===== config.mk =====
export PLATFORM = sky130hd
export DESIGN_NAME = priority_encoder_flat
export DESIGN_NICKNAME = d
export VERILOG_FILES = /design/src/rtl/priority_encoder_pkg.sv /design/src/rtl/priority_encoder_if.sv /design/src/rtl/priority_encoder_pe_node.sv /design/src/rtl/priority_encoder.sv /design/src/flat_wrapper.sv
export SDC_FILE = /design/constraint.sdc
export NUM_CORES = 1
export LEC_CHECK = 0
export BUFFER_PORTS_ARGS = -buffer_cell sky130_fd_sc_hd__buf_2
export CAP_MARGIN = 15
export CORE_AREA = 4 4 41 43
export DETAILED_ROUTE_END_ITERATION = 12
export DIE_AREA = 0 0 45 47
export GPL_ROUTABILITY_DRIVEN = 0
export PLACE_DENSITY = 0.51
export SETUP_SLACK_MARGIN = 0.5
export SYNTH_ARGS = -nofsm -noshare
export SYNTH_HDL_FRONTEND = slang
export SYNTH_SLANG_ARGS = --single-unit

===== constraint.sdc =====
create_clock -name clock -period 0.8 [get_ports clock]
set_clock_uncertainty 0.15 [all_clocks]
set_input_delay 0.12 -clock clock [delete_from_list [all_inputs] [get_ports clock]]
set_output_delay 0.12 -clock clock [all_outputs]
set_load 0.01 [all_outputs]

===== src/rtl/priority_encoder_pkg.sv =====
// Shared constants and helpers for the registered priority encoder.
package priority_encoder_pkg;

    localparam int DefaultEncodingSize = 3;

    // Width of the request vector for a given index width.
    function automatic int vecWidth(input int encodingSize);
        return 1 << encodingSize;
    endfunction

endpackage


===== src/rtl/priority_encoder_if.sv =====
// Request/result bundle between a consumer and the priority encoder.
interface priority_encoder_if
    import priority_encoder_pkg::*;
#(
    parameter int EncodingSize = DefaultEncodingSize
);
    localparam int Width = vecWidth(EncodingSize);

    logic [0:Width-1]        in;
    logic                    pe_en;
    logic [EncodingSize-1:0] out;
    logic                    pe_found;
    logic                    pe_finish;

    modport master (
        output in,
        output pe_en,
        input  out,
        input  pe_found,
        input  pe_finish
    );

    modport slave (
        input  in,
        input  pe_en,
        output out,
        output pe_found,
        output pe_finish
    );
endinterface


===== src/rtl/priority_encoder_pe_node.sv =====
// Tree cell: merges two (valid, index) pairs, the left (lower-index) side
// winning, and sets the index bit that this tree level contributes.
module pe_node
    import priority_encoder_pkg::*;
#(
    parameter int EncodingSize = DefaultEncodingSize,
    parameter int Level        = 0
) (
    input  logic                    i_leftValid,
    input  logic [EncodingSize-1:0] i_leftIdx,
    input  logic                    i_rightValid,
    input  logic [EncodingSize-1:0] i_rightIdx,
    output logic                    o_valid,
    output logic [EncodingSize-1:0] o_idx
);

    // Left child has priority; an empty subtree reports index 0.
    always_comb begin
        o_valid = i_leftValid | i_rightValid;
        o_idx   = '0;
        if (i_leftValid) begin
            o_idx = i_leftIdx;
        end else if (i_rightValid) begin
            o_idx        = i_rightIdx;
            o_idx[Level] = 1'b1;
        end
    end

endmodule


===== src/rtl/priority_encoder.sv =====
// Registered priority encoder: returns the lowest asserted index of the
// request vector one clock after each pe_en strobe.
module priority_encoder
    import priority_encoder_pkg::*;
#(
    parameter int EncodingSize = DefaultEncodingSize
) (
    input  logic               clock,
    input  logic               reset_n,
    priority_encoder_if.slave  bus
);

    localparam int Width = vecWidth(EncodingSize);

    // Heap-ordered tree: node 1 is the root, nodes Width..2*Width-1 are the
    // request bits, and node n merges children 2n (left) and 2n+1 (right).
    logic                    w_valid [1:2*Width-1];
    logic [EncodingSize-1:0] w_idx   [1:2*Width-1];

    logic [EncodingSize-1:0] r_out;
    logic                    r_found;
    logic                    r_finish;

    genvar j, lvl, n;

    generate
        for (j = 0; j < Width; j++) begin : g_leaf
            assign w_valid[Width+j] = bus.in[j];
            assign w_idx[Width+j]   = '0;
        end

        for (lvl = 0; lvl < EncodingSize; lvl++) begin : g_level
            for (n = (Width >> (lvl + 1)); n < (Width >> lvl); n++) begin : g_node
                pe_node #(
                    .EncodingSize (EncodingSize),
                    .Level        (lvl)
                ) u_node (
                    .i_leftValid  (w_valid[2*n]),
                    .i_leftIdx    (w_idx[2*n]),
                    .i_rightValid (w_valid[2*n+1]),
                    .i_rightIdx   (w_idx[2*n+1]),
                    .o_valid      (w_valid[n]),
                    .o_idx        (w_idx[n])
                );
            end
        end
    endgenerate

    // Capture the tree result on a strobe; otherwise hold it and drop finish.
    always_ff @(posedge clock or negedge reset_n) begin
        if (!reset_n) begin
            r_out    <= '0;
            r_found  <= 1'b0;
            r_finish <= 1'b0;
        end else if (bus.pe_en) begin
            r_out    <= w_idx[1];
            r_found  <= w_valid[1];
            r_finish <= 1'b1;
        end else begin
            r_finish <= 1'b0;
        end
    end

    assign bus.out       = r_out;
    assign bus.pe_found  = r_found;
    assign bus.pe_finish = r_finish;

endmodule


===== src/flat_wrapper.sv =====
// flat-port wrapper written by rule: the top's interface ports become plain ports
module priority_encoder_flat import priority_encoder_pkg::*;
#(
    parameter int EncodingSize = DefaultEncodingSize
)
  (clock, reset_n, bus_in, bus_pe_en, bus_out, bus_pe_found, bus_pe_finish);
  priority_encoder_if #(.EncodingSize(EncodingSize)) bus_i ();
  input  logic clock;
  input  logic reset_n;
  input wire logic [$bits(bus_i.in)-1:0] bus_in;
  input wire logic [$bits(bus_i.pe_en)-1:0] bus_pe_en;
  output wire logic [$bits(bus_i.out)-1:0] bus_out;
  output wire logic [$bits(bus_i.pe_found)-1:0] bus_pe_found;
  output wire logic [$bits(bus_i.pe_finish)-1:0] bus_pe_finish;
  assign bus_i.in = bus_in;
  assign bus_i.pe_en = bus_pe_en;
  assign bus_out = bus_i.out;
  assign bus_pe_found = bus_i.pe_found;
  assign bus_pe_finish = bus_i.pe_finish;
  priority_encoder #(.EncodingSize(EncodingSize)) u_core (.clock(clock), .reset_n(reset_n), .bus(bus_i));
endmodule

==> flow_summary_export.csv, run 1 <==
group,metric,value,unit
outcome,status,"complete, but fails checks",
outcome,violations,"negative hold slack, negative setup slack",
setup_path,crit_buf_inv,1,
grt,grt_max_degree,9,
floorplan,io-pin-count,16,
sta,finalWorstSetupSlack,-0.229,ns
cts,clockBufferDepth,2,
layout,drive_gt1_share,58.3,%
yosys,synth_nets,37,
setup_path,worstPathCellList,"buf_2",
floorplan,core,0.00130,mm²
yosys,ys_ff_latch,5,
yosys,synthCells,26,
sta,worst_slew_pin_slew,0.212,ns
yosys,syn-cell-area,258,µm²
drt,dr.pass1.iters,1,
floorplan,dieHeight,47,µm
grt,antenna_found_initial,0,
setup_path,crit_required,0.53,ns
grt,first_global_vias,257,
yosys,synth-warning-count,0,
drt,drtAntennaViolNets,0,
yosys,synth.distinct_cells,17,
yosys,syn_area_per_cell,9.91,µm²
grt,grt_remaining_overflow,0,
cts,numCtsBuffers,3,
floorplan,die-area,0.00212,mm²
sta,fin_crit,1.03,ns
setup_path,arrival,0.76,ns
cts,h-tree-depth,1,
floorplan,fp.dieW,45,µm
drt,drtIter0Drc,0,
floorplan,rows,13,
placed_design,post-place-ws,-0.164,ns
grt,grt_pass1_wl,1010,µm
setup_path,cp-end-kind,"primary output",
setup_path,cp_slowest_stage_delay,0.38,ns
layout,layout_commonest_cell,"buf_2",
setup_path,startpoint_type,"flop",
setup_path,crit_family,"flip-flops",
sta,slew_violations,0,
power_and_ir_drop,power_density,1630,mW/mm²
sta,relSlewSlack,85.8,%
layout,final_cell_mix,"13 x buf_2, 5 x dfrtp_1, 4 x buf_4",
power_and_ir_drop,ir_worst_vdd,461,µV
drt,finalWirelength,665,µm
yosys,synth.yosys.seq_area_share,48.5,%
setup_path,path_class,"reg2out",
drt,via_per_inst,4.24,
sta,finalCritPeriodShare,129,%
placed_design,port_buffers,15,
sta,maxClockFrequency,972,MHz
sta,setup_viol,8,
drt,drcViolationCount,0,
sta,finalHoldWorstSlack,-0.465,ns
setup_path,cp_slowest_cell,"dfrtp_1",
drt,vias,267,
layout,nets,60,
layout,n_antenna_cell,0,
cts,clk_pin_slew,0.05,ns
drt,wl_per_cell,10.6,µm
layout,area_growth,69.9,%
floorplan,initial_core_util,19.8,%
sta,hold_viol,10,
hold_path,min_path_type,"in2async",
cts,root_buffer,"clkbuf_4",
setup_path,critical_path_depth,1,
cts,clkLatencyLatePin,0.24,ns
job,max-cap-violations,0,
cts,cts_tree,"done",
setup_path,r2r_cells,3,
setup_path,critPathMaxFanout,2,
layout,num-fill-cells,149,
sta,rsz0062_at_grt,"yes",
grt,gr-usage-all-layers,7.15,%
power_and_ir_drop,power.leakage,0.201,nW
cts,clock_sinks,5,
layout,post-route-util,33.7,%
==> metrics by stage <==
| stage | area, µm² | TNS, ns | power (mW) | instances |
|---|---|---|---|---|
| final | 438 | -1.26 | 0.712 | 63 |
| after global routing | 438 | -1.47 | 0.747 | 63 |
| after CTS | 403 | -1.13 | 0.707 | 61 |
| after detailed placement | 370 | -0.612 | 0.393 | 57 |
| after global placement | 370 | -0.614 | 0.392 | 57 |
| after floorplan | 269 | -0.0356 | 0.327 | 26 |
==> cells in the mapped netlist (all sizes together) <==
master / instances / share of area (%)
o22ai: 2 / 7.3
a41oi: 1 / 3.4
o221ai: 1 / 3.4
nand2: 1 / 1.5
nor2: 4 / 6.8
inv: 3 / 4.4
nand3: 1 / 1.9
o31a: 1 / 3.4
dfrtp: 5 / 49
o21ai: 1 / 1.9
and2b: 1 / 2.9
nor2b: 2 / 4.9
nor4: 1 / 4.9
o21bai: 1 / 2.9
buf: 1 / 1.9
==> layout make-up <==
type                    instances  area [µm²]  share of cell area (%)
multi-input cells              17         139                    31.7
flip-flops and latches          5         125                    28.6
repair buffers                 19         118                    26.9
clock buffers                   4        26.3                    6.00
well taps                      15        18.8                    4.29
inverters                       3        11.3                    2.57
==> registers in the layout, summed over array words and instances (netlist names) <==
| signal | cells |
|---|---|
| u_core.bus.pe_found | 1 |
| u_core.bus.pe_finish | 1 |
| u_core.bus.out | 3 |
==> where the power goes <==
group	switching (mW)	internal, mW	leakage, nW
Clock	0.110	0.189	0.0150
Combinational	0.0664	0.0717	0.126
Sequential	0.00737	0.267	0.0601
Total	0.184	0.528	0.201
==> logic make-up (layout without fill, tap and decap cells) <==
family,Yosys count,after routing,share of synthesized area [%]
AND/OR/NAND/NOR,10,10,22.8
AO/OA/AOI/OAI,7,7,22.3
flip-flops,5,5,48.5
buffers and inverters,4,26,6.31
==> routing by layer <==
layer | vias to the layer above | part of all wire (%) | GRT usage, %
met3 | 2 | 5.0 | 1.53
met1 | 119 | 41 | 7.39
met4 | 0 | 2.1 | 8.77
li1 | 135 | - | -
met5 | - | 0 | 0
met2 | 11 | 52 | 11.0
==> path summary, 6_finish.rpt <==
check | from | end | slack, ns
worst min register to register | u_core.bus.out[2]$_DFFE_PN0P_ | u_core.bus.out[2]$_DFFE_PN0P_ | 0.39
worst min-delay path | reset_n | u_core.bus.pe_found$_DFFE_PN0P_ | -0.47
min in group clock | bus_pe_en | u_core.bus.pe_finish$_DFF_PN0_ | -0.10
max in group asynchronous | reset_n | u_core.bus.out[1]$_DFFE_PN0P_ | 0.83
worst max register to register | u_core.bus.pe_found$_DFFE_PN0P_ | u_core.bus.pe_found$_DFFE_PN0P_ | -0.10
worst max-delay path | u_core.bus.out[1]$_DFFE_PN0P_ | bus_out[1] | -0.23
==> repair_timing <==
item | CTS | global route
gates resized for setup | 1 | 7
setup buffers | 0 | 2
endpoints found under the setup margin | 9 | 10
cloned | 0 | 0
hold endpoints to repair | 7 | 8
No activity file was read; power rests on OpenSTA's default activity.
==> run 2, diff against run 1 <==
--- a/config.mk
+++ b/config.mk
@@ -12,6 +12,7 @@
 export DIE_AREA = 0 0 45 47
 export GPL_ROUTABILITY_DRIVEN = 0
 export PLACE_DENSITY = 0.51
+export REMOVE_ABC_BUFFERS = 1
 export SETUP_SLACK_MARGIN = 0.5
 export SYNTH_ARGS = -nofsm -noshare
 export SYNTH_HDL_FRONTEND = slang
==> flow_summary_export.csv, run 2 (synthesis gave the netlist of run 1 again) <==
group,metric,value,unit
setup_path,crit_required,0.53,ns
sta,finalCritPeriodShare,129,%
setup_path,r2r_slack,-0.12,ns
layout,area_growth,78.2,%
cts,clk_pin_slew,0.04,ns
sta,setup_viol,7,
floorplan,rows,13,
drt,wl_per_cell,9.31,µm
sta,slew_violations,0,
grt,grt_remaining_overflow,0,
cts,h-tree-depth,1,
drt,dr.pass1.iters,2,
cts,clkLatencyLatePin,0.24,ns
placed_design,port_buffers,15,
setup_path,critPathCapture,"bus_pe_found",
cts,clock_sinks,5,
drt,drtIter0Drc,2,
setup_path,crit_family,"flip-flops",
power_and_ir_drop,power.leakage,0.209,nW
setup_path,cp_slowest_cell,"dfrtp_1",
setup_path,r2r_start,"u_core.bus.pe_found$_DFFE_PN0P_",
layout,nets,61,
grt,first_global_vias,240,
sta,fin_crit,1.03,ns
drt,via_per_inst,4.13,
setup_path,cp_slowest_stage_delay,0.38,ns
drt,drtAntennaViolNets,0,
floorplan,dieHeight,47,µm
drt,met3WireLength,91,µm
grt,grt_max_degree,8,
grt,antenna_found_initial,0,
setup_path,critPathMaxFanout,2,
layout,num-fill-cells,138,
setup_path,path_class,"reg2out",
cts,numCtsBuffers,3,
sta,worst_slew_pin_slew,0.300,ns
power_and_ir_drop,totalPowerFinal,0.705,mW
sta,maxClockFrequency,970,MHz
sta,rsz0062_at_grt,"yes",
drt,drcViolationCount,0,
outcome,status,"complete, but fails checks",
setup_path,critical_path_depth,1,
placed_design,dpl-instance-area,369,µm²
layout,drive_gt1_share,65.3,%
cts,cts_tree,"done",
layout,layout_commonest_cell,"buf_2",
floorplan,fp.dieW,45,µm
power_and_ir_drop,power_density,1540,mW/mm²
sta,setup_tns,-1.25,ns
setup_path,critPathLaunch,"u_core.bus.pe_found$_DFFE_PN0P_",
setup_path,r2r_cells,3,
sta,relSlewSlack,79.8,%
cts,clockBufferDepth,2,
floorplan,die-area,0.00212,mm²
job,max-cap-violations,0,
sta,finalHoldWorstSlack,-0.468,ns
power_and_ir_drop,ir_worst_vdd,571,µV
drt,wl_met2,230,µm
hold_path,min_path_type,"in2async",
sta,hold_viol,6,
layout,final_cell_mix,"14 x buf_2, 5 x dfrtp_1, 3 x clkbuf_4",
placed_design,post-place-ws,-0.195,ns
setup_path,reg2reg_to,"u_core.bus.pe_found$_DFFE_PN0P_",
floorplan,core,0.00130,mm²
floorplan,io-pin-count,16,
setup_path,worstPathCellList,"buf_2",
sta,finalWorstSetupSlack,-0.231,ns
grt,grt_pass1_wl,1010,µm
drt,vias,264,
outcome,violations,"negative hold slack, negative setup slack",
drt,finalWirelength,596,µm
grt,gr-usage-all-layers,7.23,%
setup_path,arrival,0.76,ns
setup_path,cp-end-kind,"primary output",
floorplan,initial_core_util,19.8,%
layout,n_antenna_cell,0,
layout,largest_register_ff_count,3,
drt,highest_layer,"met4",
layout,design_area,459,µm²
cts,root_buffer,"clkbuf_4",
setup_path,startpoint_type,"flop",
drt,wl_met1,266,µm
setup_path,crit_buf_inv,1,
[run 2: cell type report]
type                       instances  area (µm²)  share of cell area (%)
timing repair buffer              20         138                    30.0
clock buffer                       4        26.3                    5.72
multi-input combinational         17         140                    30.5
inverter                           3        11.3                    2.45
sequential                         5         125                    27.2
tap                               15        18.8                    4.09
[run 2: how the worst min path moves through the flow]
stage                     slack [ns]                             end     from
after floorplan                -0.33   u_core.bus.out[0]$_DFFE_PN0P_  reset_n
after global placement         -0.21   u_core.bus.out[0]$_DFFE_PN0P_  reset_n
after detailed placement       -0.22  u_core.bus.pe_finish$_DFF_PN0_  reset_n
after CTS                      -0.47   u_core.bus.out[0]$_DFFE_PN0P_  reset_n
after global routing           -0.48  u_core.bus.pe_finish$_DFF_PN0_  reset_n
final                          -0.47   u_core.bus.out[2]$_DFFE_PN0P_  reset_n
[run 2: routing by layer]
layer / up-vias / global-route usage [%]
li1: 140 / -
met1: 106 / 9.03
met2: 16 / 7.91
met3: 2 / 3.45
met4: 0 / 8.77
met5: - / 0
[run 2: per-stage QoR]
stage,util (%),cells
CTS,31.9,62
detailed placement,28.4,58
finish,35.3,64
global route,35.3,64
floorplan,-,25
global placement,28.4,58
[run 2: power by group]
| part | leakage, nW | switching [mW] | internal [mW] | total [mW] |
|---|---|---|---|---|
| logic | 0.134 | 0.0659 | 0.0775 | 0.143 |
| clock network | 0.0150 | 0.0997 | 0.188 | 0.288 |
| registers | 0.0601 | 0.00645 | 0.267 | 0.274 |
| total | 0.209 | 0.172 | 0.533 | 0.705 |
[run 2: timing repair]
action / CTS / global route
hold endpoints to repair: 6 / 6
setup endpoints to repair: 10 / 10
pin swaps: 1 / 0
gates resized for setup: 4 / 9
setup buffers: 0 / 2
